## src/rtl/vx_bar_pkg.sv

```systemverilog
// Shared types and width constants for the barrier controller and its entries.
package vx_bar_pkg;

    localparam int BAR_NUM_WARPS    = 4;
    localparam int BAR_NUM_BARRIERS = 4;
    localparam int NW_WIDTH = (BAR_NUM_WARPS > 1) ? $clog2(BAR_NUM_WARPS) : 1;
    localparam int NB_WIDTH = (BAR_NUM_BARRIERS > 1) ? $clog2(BAR_NUM_BARRIERS) : 1;

    // Architectural state of one barrier ID.
    typedef struct packed {
        logic [NW_WIDTH-1:0]      count;
        logic [NW_WIDTH-1:0]      size_m1;
        logic [BAR_NUM_WARPS-1:0] wmask;
    } bar_state_t;

endpackage

```

## src/rtl/vx_barrier_entry.sv

```systemverilog
// One barrier ID: tracks waiting warps, latches the participant count on the
// first arrival and flags final / duplicate / size-mismatch requests.
module vx_barrier_entry
    import vx_bar_pkg::*;
(
    input  logic                     clk,
    input  logic                     reset_n,
    input  logic                     sel,
    input  logic [NW_WIDTH-1:0]      req_wid,
    input  logic [NW_WIDTH-1:0]      req_size_m1,
    output logic [NW_WIDTH-1:0]      count,
    output logic [BAR_NUM_WARPS-1:0] wmask,
    output logic                     hit_final,
    output logic                     dup,
    output logic                     size_err
);

    bar_state_t          state_reg;
    logic [NW_WIDTH-1:0] eff_size;

    // Classify the incoming request; a duplicate masks every other effect.
    always_comb begin
        dup       = sel && state_reg.wmask[req_wid];
        eff_size  = (state_reg.count == '0) ? req_size_m1 : state_reg.size_m1;
        size_err  = sel && !dup && (state_reg.count != '0) &&
                    (req_size_m1 != state_reg.size_m1);
        hit_final = sel && !dup && (state_reg.count == eff_size);
    end

    // Arrival bookkeeping: the final arriver clears the barrier instead of waiting.
    always_ff @(posedge clk or negedge reset_n) begin
        if (!reset_n) begin
            state_reg <= '0;
        end else if (sel && !dup) begin
            if (state_reg.count == '0) begin
                state_reg.size_m1 <= req_size_m1;
            end
            if (hit_final) begin
                state_reg.count <= '0;
                state_reg.wmask <= '0;
            end else begin
                state_reg.count          <= NW_WIDTH'(state_reg.count + 1'b1);
                state_reg.wmask[req_wid] <= 1'b1;
            end
        end
    end

    assign count = state_reg.count;
    assign wmask = state_reg.wmask;

endmodule

```

## src/rtl/vx_barrier_ctl.sv

```systemverilog
// Barrier arrival tracker: routes requests to per-ID entries, merges their
// waiting masks into the scheduler stall mask and registers release/error pulses.
module vx_barrier_ctl
    import vx_bar_pkg::*;
#(
    parameter int NUM_WARPS    = BAR_NUM_WARPS,
    parameter int NUM_BARRIERS = BAR_NUM_BARRIERS
) (
    input  logic                                   clk,
    input  logic                                   reset_n,
    input  logic                                   req_valid,
    input  logic [NW_WIDTH-1:0]                    req_wid,
    input  logic [NB_WIDTH-1:0]                    req_bar_id,
    input  logic [NW_WIDTH-1:0]                    req_size_m1,
    output logic [NUM_WARPS-1:0]                   stall_mask,
    output logic                                   release_valid,
    output logic [NB_WIDTH-1:0]                    release_bar_id,
    output logic [NUM_WARPS-1:0]                   release_mask,
    output logic [NUM_BARRIERS-1:0][NW_WIDTH-1:0]  bar_ctrs,
    output logic                                   err_dup,
    output logic                                   err_size
);

    logic [NUM_BARRIERS-1:0] ent_sel;
    logic [NUM_BARRIERS-1:0] ent_final;
    logic [NUM_BARRIERS-1:0] ent_dup;
    logic [NUM_BARRIERS-1:0] ent_serr;
    logic [NW_WIDTH-1:0]     ent_count [NUM_BARRIERS];
    logic [NUM_WARPS-1:0]    ent_wmask [NUM_BARRIERS];
    logic [NUM_WARPS-1:0]    release_mask_next;

    genvar gi;
    generate
        for (gi = 0; gi < NUM_BARRIERS; gi++) begin : g_entry
            assign ent_sel[gi] = req_valid && (req_bar_id == NB_WIDTH'(gi));

            vx_barrier_entry u_entry (
                .clk         (clk),
                .reset_n     (reset_n),
                .sel         (ent_sel[gi]),
                .req_wid     (req_wid),
                .req_size_m1 (req_size_m1),
                .count       (ent_count[gi]),
                .wmask       (ent_wmask[gi]),
                .hit_final   (ent_final[gi]),
                .dup         (ent_dup[gi]),
                .size_err    (ent_serr[gi])
            );
        end
    endgenerate

    // Stall mask is the union of all waiting sets; counters come straight from the entries.
    always_comb begin
        stall_mask = '0;
        for (int b = 0; b < NUM_BARRIERS; b++) begin
            stall_mask  = stall_mask | ent_wmask[b];
            bar_ctrs[b] = ent_count[b];
        end
    end

    // Released set is everyone already waiting plus the final arriver.
    assign release_mask_next = ent_wmask[req_bar_id] | (NUM_WARPS'(1) << req_wid);

    // Register the one-cycle pulses; release ID/mask hold between completions.
    always_ff @(posedge clk or negedge reset_n) begin
        if (!reset_n) begin
            release_valid  <= 1'b0;
            release_bar_id <= '0;
            release_mask   <= '0;
            err_dup        <= 1'b0;
            err_size       <= 1'b0;
        end else begin
            release_valid <= |ent_final;
            err_dup       <= |ent_dup;
            err_size      <= |ent_serr;
            if (|ent_final) begin
                release_bar_id <= req_bar_id;
                release_mask   <= release_mask_next;
            end
        end
    end

endmodule

```

## config.mk

```make
export PLATFORM = sky130hd
export DESIGN_NAME = vx_barrier_ctl
export DESIGN_NICKNAME = d
export VERILOG_FILES = /design/src/rtl/vx_bar_pkg.sv /design/src/rtl/vx_barrier_entry.sv /design/src/rtl/vx_barrier_ctl.sv
export SDC_FILE = /design/constraint.sdc
export NUM_CORES = 1
export LEC_CHECK = 0
export ABC_CLOCK_PERIOD_IN_PS = 3250
export BUFFER_PORTS_ARGS = -buffer_cell sky130_fd_sc_hd__buf_4
export CAP_MARGIN = 20
export CORE_UTILIZATION = 55
export CTS_BUF_LIST = sky130_fd_sc_hd__clkbuf_4 sky130_fd_sc_hd__clkbuf_8 sky130_fd_sc_hd__clkbuf_16
export CTS_CLUSTER_SIZE = 28
export DETAILED_ROUTE_END_ITERATION = 10
export PLACE_DENSITY = 0.76
export SLEW_MARGIN = 20
export SYNTH_ARGS = -nofsm -noshare
export SYNTH_HDL_FRONTEND = slang
export SYNTH_SLANG_ARGS = --single-unit
export TNS_END_PERCENT = 100
```

## constraint.sdc

```tcl
create_clock -name clk -period 3.25 [get_ports clk]
set_input_delay 0.4875 -clock clk [delete_from_list [all_inputs] [get_ports clk]]
set_output_delay 0.4875 -clock clk [all_outputs]
set_load 0.02 [all_outputs]
```

==> flow_summary.ini <==
[run_status]
outcome = finished clean

[global_routing]
grt_pass1_vias = 1577
gr-usage-all-layers_pct = 23.3
grt_antenna_before_repair = 0
grt-ovfl-total = 0
grt_max_degree = 42
grt_pass1_wl_mm = 7.53

[power]
power_frac_comb_pct = 49.7
p_leak_nw = 1.18
power_density_nw_per_um2 = 987
ir_drop_uv = 525
p_int_w = 0.00155
switchingPower_w = 0.00102
seq_power_share_pct = 37.4
p_clk_share_pct = 12.9
finalPower_w = 0.00257
swShare_pct = 39.6

[finish]
multi_input_area_um2 = 1130
num_antenna_cells = 0
final_area_um2 = 2600
fillCellCount = 331
seq_area_um2 = 1030
nNetsFinal = 248
areaGrowthSynthToFinish_pct = 11.9
drive_gt1_share_pct = 28.0
largest_reg_flops = 16

[place]
portBuffers = 29
placed_cell_area_um2 = 2520
hpwl_mm = 3.20
gp_congestion = 0.932

[synthesis]
syn_area_per_cell_um2 = 11.0
synth_edf_count = 0
ys_warn_count = 0
async_flop_share_pct = 100
synth_cell_types = 38
synth_area_leaders = dfrtp_1, mux4_2, xnor2_1
synth_top_flop_cell = dfrtp_1
synthCells = 212
synth_top_area_share_pct = 44.1
synth-seq-area-share_pct = 44.1
synthesis.nets = 225
syn_area_um2 = 2330
yosysTopAreaCell = dfrtp_1
synth_seq_cells = 41

[clock_network]
post_cts_buffers = 0
cts_tree = built
numCtsBuffers = 5
clkTransAtPathRegs_ns = 0.08
cts_resized = 0
cts.sinks = 41
htreeDepth = 2
clk_path_buf_depth = 2
cts_root_buf = clkbuf_8
ctsHoldBuffers = 0
insertion_delay_ns = 0.29

[sta]
tightest_slew_ns = 0.609
fin_setup_tns_ns = 0
skew_ns = 0.00745
report.final.slew_viol_count = 0
finalSetupViolCount = 0
fmax_mhz = 414
hold_ws_ns = 0.168
worst_slew_margin_rel_pct = 59.2
hold_viol_final = 0
period_minus_slack_ns = 2.42
rsz0062_at_grt = no
period_share_pct = 74.3

[routing]
detail_route.wirelength_mm = 4.41
vias = 1609
post_drt_wl_per_cell_um = 15.4
first_pass_iters = 4
drcViolationCount = 0
viasPerCell = 5.63
final_antenna_net_count = 0
detail_route.iter0.violations = 134

[floorplan]
core_um2 = 4030
start_util_pct = 57.8
chipWidth_um = 67.1
ios = 30
rows = 23
fp.dieArea_um2 = 4500
chipHeight_um = 67.1

[setup_path]
crit_buf_inv = 1
crit_path_cell_trace = inv_1 > ha_1 > mux2i_1 > xnor2_1 > and3_1 > or4_4 > mux2_4
cp.required_ns = 3.43
arrival_ns = 2.60
path_max_fanout = 6
cp-start-kind = flip-flop
slowest_delay_ns = 0.61
crit_family = simple AND/OR/NAND/NOR gates
worstSetupPathType = reg -> reg
cp-end-kind = flip-flop
slowest_stage = or4_4
regToRegSetupSlack_ns = 0.83

[hold_path]
hold_path.class = in -> async

[flow_run]
maxCapViolCount = 0
[power by group through the flow]
stage / Combinational (W) / Sequential [W] / Clock (W)
2_1_floorplan: 0.000965 / 0.000971 / 0
3_3_place_gp: 0.00126 / 0.000957 / 0
3_5_place_dp: 0.00128 / 0.000968 / 0
4_1_cts: 0.00129 / 0.000958 / 0.000340
5_1_grt: 0.00142 / 0.000996 / 0.000360
6_report: 0.00128 / 0.000962 / 0.000332
[cell usage after synthesis (2+ instances only)]
master and instances:
ha_1 4, mux4_2 9, dfrtp_1 41, nand2b_1 2, buf_2 3, a21oi_1 17
mux2_2 9, xor2_1 2, nor2b_1 2, nand2_1 9, buf_4 11, xnor2_1 14
inv_1 16, a31oi_1 4, or4_1 4, nor2_1 21, mux2i_1 12, o21ai_0 6
nand3_1 7
[worst paths after layout]
| check | startpoint | endpoint | cells past startpoint |
|---|---|---|---|
| max in group asynchronous | reset_n | g_entry[1].u_entry.wmask[3] | 1 |
| min in group clk | req_valid | err_dup | 2 |
| hold / removal | reset_n | release_valid | 1 |
| setup reg to reg | g_entry[2].u_entry.count[0] | release_bar_id[0] | 7 |
| hold reg to reg | release_bar_id[0] | release_bar_id[0] | 1 |
| setup / recovery | g_entry[2].u_entry.count[0] | release_bar_id[0] | 7 |
[final cells by class]
cell class / count / share of cell area [%]
clock buffers: 6 / 2.93
well taps: 50 / 2.40
repair buffers: 32 / 9.23
inverters: 16 / 2.31
clock inverters: 2 / 0.384
multi-input cells: 139 / 43.3
flip-flops and latches: 41 / 39.4
[metal layers]
layer	vias up	global-route usage [%]	part of all wire (%)
met5	-	0	0
met4	0	12.0	1.9
met3	6	4.62	5.6
met2	49	34.3	47
met1	777	32.1	45
li1	777	-	-
[cells in the final DEF (no fill, tap or decap), types with 2 or more instances in the layout]
cell      Yosys  routed
nand3_1       7       7
mux2_2        9       9
xor2_1        2       2
nand2b_1      2       2
ha_1          4       4
mux4_2        9       9
or4_1         4       4
o21ai_0       6       6
buf_4        11      32
nand2_1       9       9
xnor2_1      14      14
clkinv_2      0       2
mux2i_1      12      12
a21oi_1      17      17
nor2_1       21      21
nor2b_1       2       2
a31oi_1       4       4
dfrtp_1      41      41
inv_1        16      16
clkbuf_8      0       5
[through the flow]
stage               cells  util (%)  setup slack [ns]
finish                286      64.6             0.834
global route          286      64.6             0.694
CTS                   286      64.6             0.831
detailed placement    278      62.5             0.621
global placement      278      62.5             0.634
floorplan             212         -             0.874
[logic make-up (layout without fill, tap and decap cells)]
family / after synthesis / after routing / synth area share, %
multiplexers: 31 / 31 / 18.9
adder cells (fa/ha/maj): 4 / 4 / 2.15
flip-flops: 41 / 41 / 44.1
buffers and inverters: 32 / 56 / 7.42
AND/OR/NAND/NOR: 57 / 57 / 14.0
AO/OA/AOI/OAI: 31 / 31 / 7.47
XOR/XNOR: 16 / 16 / 6.02
Note: power is estimated with default switching activity, not from simulation.
